--- config.mk ---
export PLATFORM = sky130hd
export DESIGN_NAME = axis_width_upsizer
export DESIGN_NICKNAME = d
export VERILOG_FILES = /design/src/rtl/axis_width_upsizer.sv
export SDC_FILE = /design/constraint.sdc
export NUM_CORES = 1
export LEC_CHECK = 0
export CORE_AREA = 10 10 91 93
export CTS_BUF_LIST = sky130_fd_sc_hd__clkbuf_16
export DETAILED_ROUTE_END_ITERATION = 6
export DIE_AREA = 0 0 101 103
export PLACE_DENSITY = 0.73
export SETUP_SLACK_MARGIN = 0.3
export SYNTH_ARGS = -nofsm -noshare
export SYNTH_HDL_FRONTEND = slang
export SYNTH_SLANG_ARGS = --single-unit
--- constraint.sdc ---
create_clock -name clock -period 1.9 [get_ports clock]
set_input_delay 0.38 -clock clock [delete_from_list [all_inputs] [get_ports clock]]
set_output_delay 0.38 -clock clock [all_outputs]
set_load 0.02 [all_outputs]
--- src/rtl/axis_width_upsizer.sv ---
// AXI-Stream width up-converter: packs NSIZE slim beats into one wide beat.
// Optional per-lane tuser packing is enabled by defining AXIS_UPSIZER_TUSER_EN.
module axis_width_upsizer #(
    parameter int SLIM_DSIZE = 8,
    parameter int NSIZE      = 4,
    parameter int MSB_FIRST  = 1,
    parameter int USIZE      = 1
) (
    input  logic                          clock,
    input  logic                          rst_n,
    input  logic [SLIM_DSIZE-1:0]         slim_tdata,
    input  logic [SLIM_DSIZE/8-1:0]       slim_tkeep,
    input  logic                          slim_tvalid,
    input  logic                          slim_tlast,
    output logic                          slim_tready,
`ifdef AXIS_UPSIZER_TUSER_EN
    input  logic [USIZE-1:0]              slim_tuser,
    output logic [USIZE*NSIZE-1:0]        wide_tuser,
`endif
    output logic [SLIM_DSIZE*NSIZE-1:0]   wide_tdata,
    output logic [SLIM_DSIZE/8*NSIZE-1:0] wide_tkeep,
    output logic                          wide_tvalid,
    output logic                          wide_tlast,
    input  logic                          wide_tready
);

    localparam int KSIZE = SLIM_DSIZE / 8;
    localparam int CW    = $clog2(NSIZE);
    localparam int WD    = SLIM_DSIZE * NSIZE;
    localparam int WK    = KSIZE * NSIZE;

    // Reject configurations the lane arithmetic cannot represent.
    if (SLIM_DSIZE < 8 || (SLIM_DSIZE % 8) != 0) begin : g_bad_dsize
        $error("SLIM_DSIZE must be a non-zero multiple of 8");
    end
    if (NSIZE < 2) begin : g_bad_nsize
        $error("NSIZE must be at least 2");
    end
    if (USIZE < 1) begin : g_bad_usize
        $error("USIZE must be at least 1");
    end

    logic [CW-1:0] cnt_q, cnt_d;
    logic [WD-1:0] acc_data_q, acc_data_d;
    logic [WK-1:0] acc_keep_q, acc_keep_d;
    logic [WD-1:0] out_data_q, out_data_d;
    logic [WK-1:0] out_keep_q, out_keep_d;
    logic          out_valid_q, out_valid_d;
    logic          out_last_q, out_last_d;

    logic [CW-1:0] lane;
    logic          last_lane;
    logic          completing;
    logic          accept;
    logic          load;
    logic [WD-1:0] mrg_data;
    logic [WK-1:0] mrg_keep;

    // Lane selection, completion detection and handshake qualification.
    always_comb begin
        lane = cnt_q;
        if (MSB_FIRST != 0) begin
            lane = CW'(NSIZE - 1) - cnt_q;
        end
        last_lane   = (cnt_q == CW'(NSIZE - 1));
        completing  = last_lane || slim_tlast;
        slim_tready = rst_n &&
                      (!completing || !out_valid_q || wide_tready);
        accept      = slim_tvalid && slim_tready;
        load        = accept && completing;
    end

    // Accumulator contents with the current beat dropped into its lane.
    always_comb begin
        mrg_data = acc_data_q;
        mrg_keep = acc_keep_q;
        mrg_data[int'(lane)*SLIM_DSIZE +: SLIM_DSIZE] = slim_tdata;
        mrg_keep[int'(lane)*KSIZE +: KSIZE]           = slim_tkeep;
    end

    // Accumulator next state: collect beats, clear once a word is handed off.
    always_comb begin
        cnt_d      = cnt_q;
        acc_data_d = acc_data_q;
        acc_keep_d = acc_keep_q;
        if (accept) begin
            if (completing) begin
                cnt_d      = '0;
                acc_data_d = '0;
                acc_keep_d = '0;
            end else begin
                cnt_d      = cnt_q + CW'(1);
                acc_data_d = mrg_data;
                acc_keep_d = mrg_keep;
            end
        end
    end

    // Output register next state: drain on handshake, a new load takes priority.
    always_comb begin
        out_data_d  = out_data_q;
        out_keep_d  = out_keep_q;
        out_valid_d = out_valid_q;
        out_last_d  = out_last_q;
        if (out_valid_q && wide_tready) begin
            out_valid_d = 1'b0;
            out_last_d  = 1'b0;
        end
        if (load) begin
            out_data_d  = mrg_data;
            out_keep_d  = mrg_keep;
            out_valid_d = 1'b1;
            out_last_d  = slim_tlast;
        end
    end

    // State registers with synchronous active-low reset.
    always_ff @(posedge clock) begin
        if (!rst_n) begin
            cnt_q       <= '0;
            acc_data_q  <= '0;
            acc_keep_q  <= '0;
            out_data_q  <= '0;
            out_keep_q  <= '0;
            out_valid_q <= 1'b0;
            out_last_q  <= 1'b0;
        end else begin
            cnt_q       <= cnt_d;
            acc_data_q  <= acc_data_d;
            acc_keep_q  <= acc_keep_d;
            out_data_q  <= out_data_d;
            out_keep_q  <= out_keep_d;
            out_valid_q <= out_valid_d;
            out_last_q  <= out_last_d;
        end
    end

    assign wide_tdata  = out_data_q;
    assign wide_tkeep  = out_keep_q;
    assign wide_tvalid = out_valid_q;
    assign wide_tlast  = out_last_q;

`ifdef AXIS_UPSIZER_TUSER_EN
    localparam int WU = USIZE * NSIZE;

    logic [WU-1:0] acc_user_q, acc_user_d;
    logic [WU-1:0] out_user_q, out_user_d;
    logic [WU-1:0] mrg_user;

    // tuser follows the same lane packing and clearing as tdata.
    always_comb begin
        mrg_user = acc_user_q;
        mrg_user[int'(lane)*USIZE +: USIZE] = slim_tuser;
        acc_user_d = acc_user_q;
        out_user_d = out_user_q;
        if (accept) begin
            acc_user_d = completing ? '0 : mrg_user;
        end
        if (load) begin
            out_user_d = mrg_user;
        end
    end

    // tuser registers with synchronous active-low reset.
    always_ff @(posedge clock) begin
        if (!rst_n) begin
            acc_user_q <= '0;
            out_user_q <= '0;
        end else begin
            acc_user_q <= acc_user_d;
            out_user_q <= out_user_d;
        end
    end

    assign wide_tuser = out_user_q;
`endif

endmodule

# Word-level counts from Yosys, hierarchy flattened
# Cells that the tools add are included.
# Widths: inputs -> output; s select.
# classes
n_addsub,4
eq_ne,1
n_shift,4
muxes,8
n_reduce_logical,10
# op_table
op,n
$neg 2->33,1
$neg 5->33,1
$shift 1x33->4 const A,1
$shift 8x33->32 const A,1
$shiftx 1x33->4,1
$shiftx 8x33->32,1
$bwmux 32,1
$mux 32,1
$bwmux 4,1
$logic_and 1x1->1,4
$mux 4,1
$logic_or 1x1->1,3
$mux 1,3
$add 2x1->2 const B,1
$eq 2x2->1 const B,1
$logic_not 1->1,2
$mux 2,1
$reduce_bool 2->1,1
$sub 2x2->2 const A,1
# totals
reg_bits,76
inputBits,14
out_inout_bits,39
wordCells,34

# Depth between registers and ports, before layout
# Gate-level depths: netlist (run 1).
# depth
word_depth,9
mapped_depth,8
mapped_depth_nobuf,6

# Worst setup path before layout (run 1)
# Ideal clock, no wire load.
# synth_timing
path_type,register to register
startpoint,register cnt_q[0]
endpoint,register out_data_q[27] (netlist: wide_tdata[27])
setup_time_ps,65
arrival_ps,1930
required_time_ps,1835
path_slack_ps,-94
stages_incl_launch_ff,8
n_path_buf,1
period_less_slack_ps,1994
path_cell_list,dfxtp_1 inv_1 ha_1 nor4b_2 nor2b_1 buf_2 a221oi_1 nor2_1
# synth_via
elab_chain_cells,8
elab_cells_between_ends,13
cone_classes,add/sub: 2; eq/ne: 1; shift: 2; mux: 1; reduce/logical: 7
# synth_rtl
element,line,source
from (decl),43,"logic [CW-1:0] cnt_q, cnt_d;"
from (signal assigned),128,cnt_q <= cnt_d;
"parallel branches: the longest is 8 deep, another holds $neg 5->33",n/a,
to (signal assigned),131,out_data_q <= out_data_d;
to (decl),46,"logic [WD-1:0] out_data_q, out_data_d;"
# Several ways; the timed one is not identified.
# A chain may end at the register's enable or synchronous reset.

# Worst setup path after layout (run 1)
# layout_timing
startpoint,register cnt_q[1]
endpoint,register acc_data_q[29]
# layout_via
elab_chain_cells,7
elab_cells_between_ends,13
cone_classes,add/sub: 2; eq/ne: 1; shift: 2; mux: 2; reduce/logical: 6
# layout_rtl
element,line,source
"parallel branches: the longest is 7 deep, another holds $neg 5->33",n/a,
to (signal assigned),129,acc_data_q <= acc_data_d;
to (decl),44,"logic [WD-1:0] acc_data_q, acc_data_d;"
# Several ways; the timed one is not identified.

==> impl_metrics.env, run 1 <==
export IMPL_status="finished clean"
export IMPL_cts_tree="yes"
export IMPL_drv_cap=0
export IMPL_die_x_um=101
export IMPL_numPlacedInstances=440
export IMPL_finalSetupViolCount=0
export IMPL_antenna_left=0
export IMPL_gp_congestion=0.877
export IMPL_relSlewSlack_pct=62.2
export IMPL_post_route_min_period_ns=1.81
export IMPL_min_path_type="register to register"
export IMPL_yosysWarningCount=0
export IMPL_cp_required_ns=2.17
export IMPL_core_area_mm2=0.00657
export IMPL_antenna_cells=0
export IMPL_syn_nets=312
export IMPL_vias=3078
export IMPL_clk_pin_slew_ns=0.06
export IMPL_grtUsageTotal_pct=18.2
export IMPL_synth_edf_count=0
export IMPL_crit_path_cell_trace="buf_6 > ha_4 > buf_6 > nor4b_4 > nor2b_4 > clkbuf_16 > a32o_1"
export IMPL_areaGrowthSynthToFinish_pct=70.9
export IMPL_tns_ns=0
export IMPL_synth_top_area_cell="dfxtp_1"
export IMPL_grt_pass1_wl_um=14800
export IMPL_nNetsFinal=421
export IMPL_final_cell_mix="dfxtp_1 (74), dlygate4sd2_1 (38), nor2_1 (35), o21ai_0 (34), buf_4 (31)"
export IMPL_postSynth_asyncResetShare_pct=0
export IMPL_ir_worst_vdd_v=0.000627
export IMPL_cp_slowest_stage_delay_ns=0.38
export IMPL_clock_latency_ns=0.34
export IMPL_vias_per_cell=6.32
export IMPL_cp_start_kind="register"
export IMPL_drtIter0Drc=267
export IMPL_drt_total_wl_um=11700
export IMPL_htreeDepth=3
export IMPL_hold_viol_final=0
export IMPL_wl_per_cell_um=24.0
export IMPL_initial_core_util_pct=44.8
export IMPL_maxClockFrequency_mhz=553
export IMPL_final_max_slew_viol_count=0
export IMPL_met3RoutedLength_um=803
export IMPL_die_area_mm2=0.0104
export IMPL_drc_errors=0
export IMPL_io_buffers=52
export IMPL_grt_pass1_vias=2888
export IMPL_critPathTopFamily="simple AND/OR/NAND/NOR gates"
export IMPL_num_io_pins=53
export IMPL_end_kind="register"
export IMPL_crit_path_frequent_cell="buf_6"
export IMPL_p_leak_nw=2.17
export IMPL_highest_layer="met4"
export IMPL_synth_cell_types=34
export IMPL_path_class="register to register"
export IMPL_synth_top_cell_area_share_pct=51.7
export IMPL_mostFrequentLayoutCell="dfxtp_1"
export IMPL_first_pass_iters=5
export IMPL_grt_ovfl_total=0
export IMPL_synthFlopType="dfxtp_1"
export IMPL_cts_buffers=9
export IMPL_synthCells=293
export IMPL_n_fill_cell=379
export IMPL_cts_root_buf="clkbuf_16"
export IMPL_placed_area_mm2=0.00403
export IMPL_final_cells=487
export IMPL_critPathMaxFanout=6
export IMPL_hpwl_um=5560
export IMPL_synth_area_leaders="dfxtp_1 (52%), a221oi_1 (10%), a32o_1 (6.8%), o21ai_0 (6.1%), nor2_1 (4.6%)"
export IMPL_power_density_mw_per_mm2=808
export IMPL_tightest_slew_ns=0.566
export IMPL_critPathBufInv=3
export IMPL_synth_seq_cells=76
export IMPL_grt_setup_unrepaired="true"
export IMPL_row_count=30
export IMPL_cp_arrival_ns=2.08
export IMPL_cpMaxStageDelayCell="dfxtp_4"
export IMPL_ctsHoldBuffers=0
export IMPL_avgSynthCellArea_um2=10.0
export IMPL_clk_path_buf_depth=2
export IMPL_multi_input_area_mm2=0.00176
export IMPL_netlist_area_mm2=0.00294
export IMPL_design_area_mm2=0.00503
export IMPL_antenna_found_initial=0
export IMPL_seq_area_mm2=0.00153
export IMPL_m1WireLength_um=4650
export IMPL_fin_skew_ns=0.00679
export IMPL_cts_sinks=76
export IMPL_final_period_utilization_pct=95.1
export IMPL_grt_max_degree=45
export IMPL_dieHeight_um=103
export IMPL_ys_seq_area_share_pct=51.7
export IMPL_drive_gt1_share_pct=36.6
export IMPL_dr_wl_met2_um=5800
## registers in the layout (all words and copies together), names as in the netlist
signal       flops
wide_tlast       1
acc_keep_q       4
acc_data_q      32
cnt_q            2
wide_tdata      32
wide_tkeep       4
wide_tvalid      1
## path summary, 6_finish.rpt
| check | start | endpoint | slack, ns | depth (start not counted) |
|---|---|---|---|---|
| worst max-delay path | cnt_q[1]$_SDFFE_PN0P_ | acc_data_q[29]$_SDFFE_PN0P_ | 0.09 | 7 |
| worst min-delay path | acc_data_q[4]$_SDFFE_PN0P_ | acc_data_q[4]$_SDFFE_PN0P_ | 0.48 | 1 |
| worst max register to register | cnt_q[1]$_SDFFE_PN0P_ | acc_data_q[29]$_SDFFE_PN0P_ | 0.09 | 7 |
| worst min register to register | acc_data_q[4]$_SDFFE_PN0P_ | acc_data_q[4]$_SDFFE_PN0P_ | 0.48 | 1 |
## cell type report
cell class | instances | share of cell area, %
Sequential cell | 76 | 30.4
Tap cell | 80 | 1.99
Timing Repair Buffer | 119 | 25.9
Multi-Input combinational cell | 190 | 35.0
Clock buffer | 10 | 4.98
Inverter | 6 | 0.597
Clock inverter | 6 | 1.10
## metal layers
layer | vias up | GRT usage [%]
li1 | 1349 | -
met1 | 1562 | 21.1
met2 | 131 | 31.1
met3 | 36 | 5.09
met4 | 0 | 6.97
met5 | - | 0
## logic make-up (layout without fill, tap and decap cells)
logic type | after synthesis | count (layout) | share of synthesized area, %
buf+inv | 27 | 141 | 4.59
compound gates | 110 | 110 | 28.3
simple gates | 75 | 75 | 13.3
flops | 76 | 76 | 51.7
fa+ha+maj | 5 | 5 | 2.13
## what timing repair did
action                                  in CTS  in global routing
gates cloned                                 1                 11
resized for setup                           71                 36
endpoints found under the hold margin        0                  0
endpoints found under the setup margin     111                 75
setup buffers                               13                  6
pin swaps                                   21                 28
## cells in the mapped netlist (3+ instances only)
cell type and count:
a22o_1 8, nor2b_1 13, nand2_1 7, o21ai_0 36
nor3_2 4, ha_1 5, nor2_1 36, a21boi_0 3
a21oi_1 3, a32o_1 20, buf_6 3, a221oi_1 35
clkinv_1 4, clkbuf_1 11, buf_2 6, dfxtp_1 76
## power breakdown
part | leakage (nW) | internal [W] | total, W | switching, W
sequential | 0.619 | 0.00164 | 0.00167 | 0.0000314
clock | 0.161 | 0.00108 | 0.00176 | 0.000673
combinational | 1.39 | 0.000292 | 0.000634 | 0.000342
total | 2.17 | 0.00302 | 0.00406 | 0.00105
## worst reg2reg max path, delay by kind of cell, from the launching register on
kind                       cells  cell delay (ns)
and+or+nand+nor                2             0.59
buffers and inverters          3             0.44
DFF                            1             0.38
AOI/OAI and AO/OA              1             0.18
adders and majority gates      1             0.16
## per-stage QoR
step	util [%]	total power, W	worst slack (ns)	hold slack (ns)
after global routing	76.5	0.00415	0.0387	0.490
after detailed placement	61.3	0.00218	-0.192	0.459
after CTS	69.5	0.00393	0.163	0.479
final	76.5	0.00406	0.0922	0.479
after floorplan	-	0.00195	0.200	0.442
after global placement	61.3	0.00217	-0.164	0.449
(Power assumes the default switching activity.)
==> run 2, diff against run 1 <==
--- a/config.mk
+++ b/config.mk
@@ -9,6 +9,7 @@
 export CTS_BUF_LIST = sky130_fd_sc_hd__clkbuf_16
 export DETAILED_ROUTE_END_ITERATION = 6
 export DIE_AREA = 0 0 101 103
+export HOLD_SLACK_MARGIN = 0.06
 export PLACE_DENSITY = 0.73
 export SETUP_SLACK_MARGIN = 0.3
 export SYNTH_ARGS = -nofsm -noshare
==> results of run 2 <==
The final DEF is identical to that of run 1; final timing and power are the same.
==> run 3, diff against run 2 <==
==> config.mk (replaced) <==
export PLATFORM = sky130hd
export DESIGN_NAME = axis_width_upsizer
export DESIGN_NICKNAME = d
export VERILOG_FILES = /design/src/rtl/axis_width_upsizer.sv
export SDC_FILE = /design/constraint.sdc
export NUM_CORES = 1
export LEC_CHECK = 0
export CELL_PAD_IN_SITES_DETAIL_PLACEMENT = 0
export CELL_PAD_IN_SITES_GLOBAL_PLACEMENT = 1
export CORE_AREA = 10 10 102 104
export CTS_BUF_LIST = sky130_fd_sc_hd__clkbuf_16
export DETAILED_ROUTE_END_ITERATION = 6
export DIE_AREA = 0 0 112 114
export HOLD_SLACK_MARGIN = 0.06
export PLACE_DENSITY_LB_ADDON = 0.1
export REMOVE_ABC_BUFFERS = 1
export SETUP_SLACK_MARGIN = 0.3
export SLEW_MARGIN = 0
export SYNTH_ARGS = -nofsm -noshare
export SYNTH_HDL_FRONTEND = slang
export SYNTH_SLANG_ARGS = --single-unit
==> impl_metrics.env, run 3 (synthesized netlist as in run 1, its figures left out) <==
export IMPL_hold_path_cell_count=1
export IMPL_end_kind="register"
export IMPL_drv_cap=0
export IMPL_ctsHoldBuffers=0
export IMPL_p_leak_nw=2.13
export IMPL_r2r_end="acc_data_q[10]$_SDFFE_PN0P_"
export IMPL_final_cell_mix="dfxtp_1 (74), dlygate4sd2_1 (41), o21ai_0 (35), nor2_1 (35), buf_4 (34)"
export IMPL_die_x_um=112
export IMPL_cpMaxStageDelayCell="dfxtp_4"
export IMPL_p_total_w=0.00378
export IMPL_m1WireLength_um=4460
export IMPL_rrSetupSlack_ns=0.21
export IMPL_cts_root_buf="clkbuf_16"
export IMPL_cts_sinks=76
export IMPL_crit_start="cnt_q[0]$_SDFFE_PN0P_"
export IMPL_drtIter0Drc=110
export IMPL_critPathMaxFanout=5
export IMPL_antenna_found_initial=0
export IMPL_drc_errors=0
export IMPL_final_core_util_pct=58.5
export IMPL_grt_pass1_vias=2825
export IMPL_hold_viol_final=0
export IMPL_cp_slowest_stage_delay_ns=0.38
export IMPL_final_max_slew_viol_count=0
export IMPL_crit_path_cell_trace="inv_2 > ha_4 > buf_6 > nand4bb_4 > buf_4 > nor4_2 > buf_4 > a22o_1"
export IMPL_cts_tree="yes"
export IMPL_initial_core_util_pct=34.7
export IMPL_vias=2781
export IMPL_highest_layer="met4"
export IMPL_finalSetupViolCount=0
export IMPL_core_area_mm2=0.00847
export IMPL_drt_total_wl_um=10100
export IMPL_wl_per_cell_um=19.6
export IMPL_r2r_start="cnt_q[0]$_SDFFE_PN0P_"
export IMPL_grt_pass1_wl_um=14900
export IMPL_holdWs_ns=0.479
export IMPL_tightest_slew_ns=0.538
export IMPL_antenna_left=0
export IMPL_post_route_min_period_ns=1.69
export IMPL_drive_gt1_share_pct=36.4
export IMPL_power_density_mw_per_mm2=764
export IMPL_vias_per_cell=5.43
export IMPL_antenna_cells=0
export IMPL_clk_path_buf_depth=2
export IMPL_path_class="register to register"
export IMPL_final_period_utilization_pct=89.1
export IMPL_die_area_mm2=0.0128
export IMPL_met3RoutedLength_um=594
export IMPL_htreeDepth=3
export IMPL_cp_required_ns=2.18
export IMPL_num_io_pins=53
export IMPL_maxClockFrequency_mhz=591
export IMPL_status="finished clean"
export IMPL_cp_arrival_ns=1.97
export IMPL_tns_ns=0
export IMPL_min_path_type="register to register"
export IMPL_hpwl_um=5580
export IMPL_first_pass_iters=4
export IMPL_ir_worst_vdd_v=0.000501
export IMPL_grt_ovfl_total=0
export IMPL_min_from="acc_data_q[9]$_SDFFE_PN0P_"
export IMPL_nNetsFinal=418
export IMPL_dr_wl_met2_um=4870
export IMPL_clock_latency_ns=0.34
export IMPL_grtUsageTotal_pct=14.2
export IMPL_cts_buffers=9
export IMPL_fin_skew_ns=0.00529
export IMPL_io_buffers=52
export IMPL_numPlacedInstances=466
export IMPL_hold_end="acc_data_q[9]$_SDFFE_PN0P_"
export IMPL_gp_congestion=0.808
export IMPL_grt_max_degree=26
export IMPL_clk_pin_slew_ns=0.06
export IMPL_relSlewSlack_pct=63.9
export IMPL_final_cells=512
export IMPL_areaGrowthSynthToFinish_pct=68.2
export IMPL_rr_worst_depth=8
export IMPL_grt_setup_unrepaired="true"
export IMPL_row_count=34
export IMPL_dieHeight_um=114
export IMPL_cp_start_kind="register"
export IMPL_mostFrequentLayoutCell="dfxtp_1"
export IMPL_crit_path_frequent_cell="buf_4"
## run 3: cell type report
class | instances | area, µm²
flip-flops and latches | 76 | 1530
clock buffers | 9 | 225
clock inverters | 7 | 36.3
multi-input cells | 193 | 1840
inverters | 6 | 31.3
fillers | 751 | 3520
repair buffers | 113 | 1160
well taps | 108 | 135
## run 3: power by group
part	internal (W)	switching, W	total (W)
Sequential	0.00164	0.0000271	0.00167
Clock	0.000864	0.000659	0.00152
Combinational	0.000268	0.000319	0.000588
## run 3: worst max path at each step
stage | to | cells after the start | slack, ns
floorplan | wide_tdata[24]$_SDFFE_PN0P_ | 6 | -0.28
global placement | slim_tready | 4 | -0.22
detailed placement | slim_tready | 4 | -0.23
CTS | slim_tready | 4 | 0.22
global route | wide_tdata[25]$_SDFFE_PN0P_ | 8 | 0.14
finish | acc_data_q[10]$_SDFFE_PN0P_ | 8 | 0.21
## run 3: metrics by stage
stage | instance area (µm²) | worst slack, ns
2_1_floorplan | 2830 | -0.282
3_3_place_gp | 3760 | -0.222
3_5_place_dp | 3760 | -0.228
4_1_cts | 4350 | 0.224
5_1_grt | 4950 | 0.137
6_report | 4950 | 0.207
## run 3: worst max-delay path: cells and delay by family (launching register included)
family                   cells  cell delay (ns)
buffers and inverters        4             0.52
flip-flops                   1             0.38
AND/OR/NAND/NOR              2             0.33
adder cells (fa/ha/maj)      1             0.30
AO/OA/AOI/OAI                1             0.11
## run 3: repair_timing
item	4_1_cts	5_1_grt
pin swaps	13	46
cloned	3	9
buffers inserted	8	10
endpoints found under the setup margin	111	72
gates resized for setup	107	61
## run 3: metal layers
metal  up-vias  GRT usage [%]
li1       1348              -
met1      1348           17.3
met2        69           22.6
met3        16           3.94
met4         0           6.51
met5         -              0
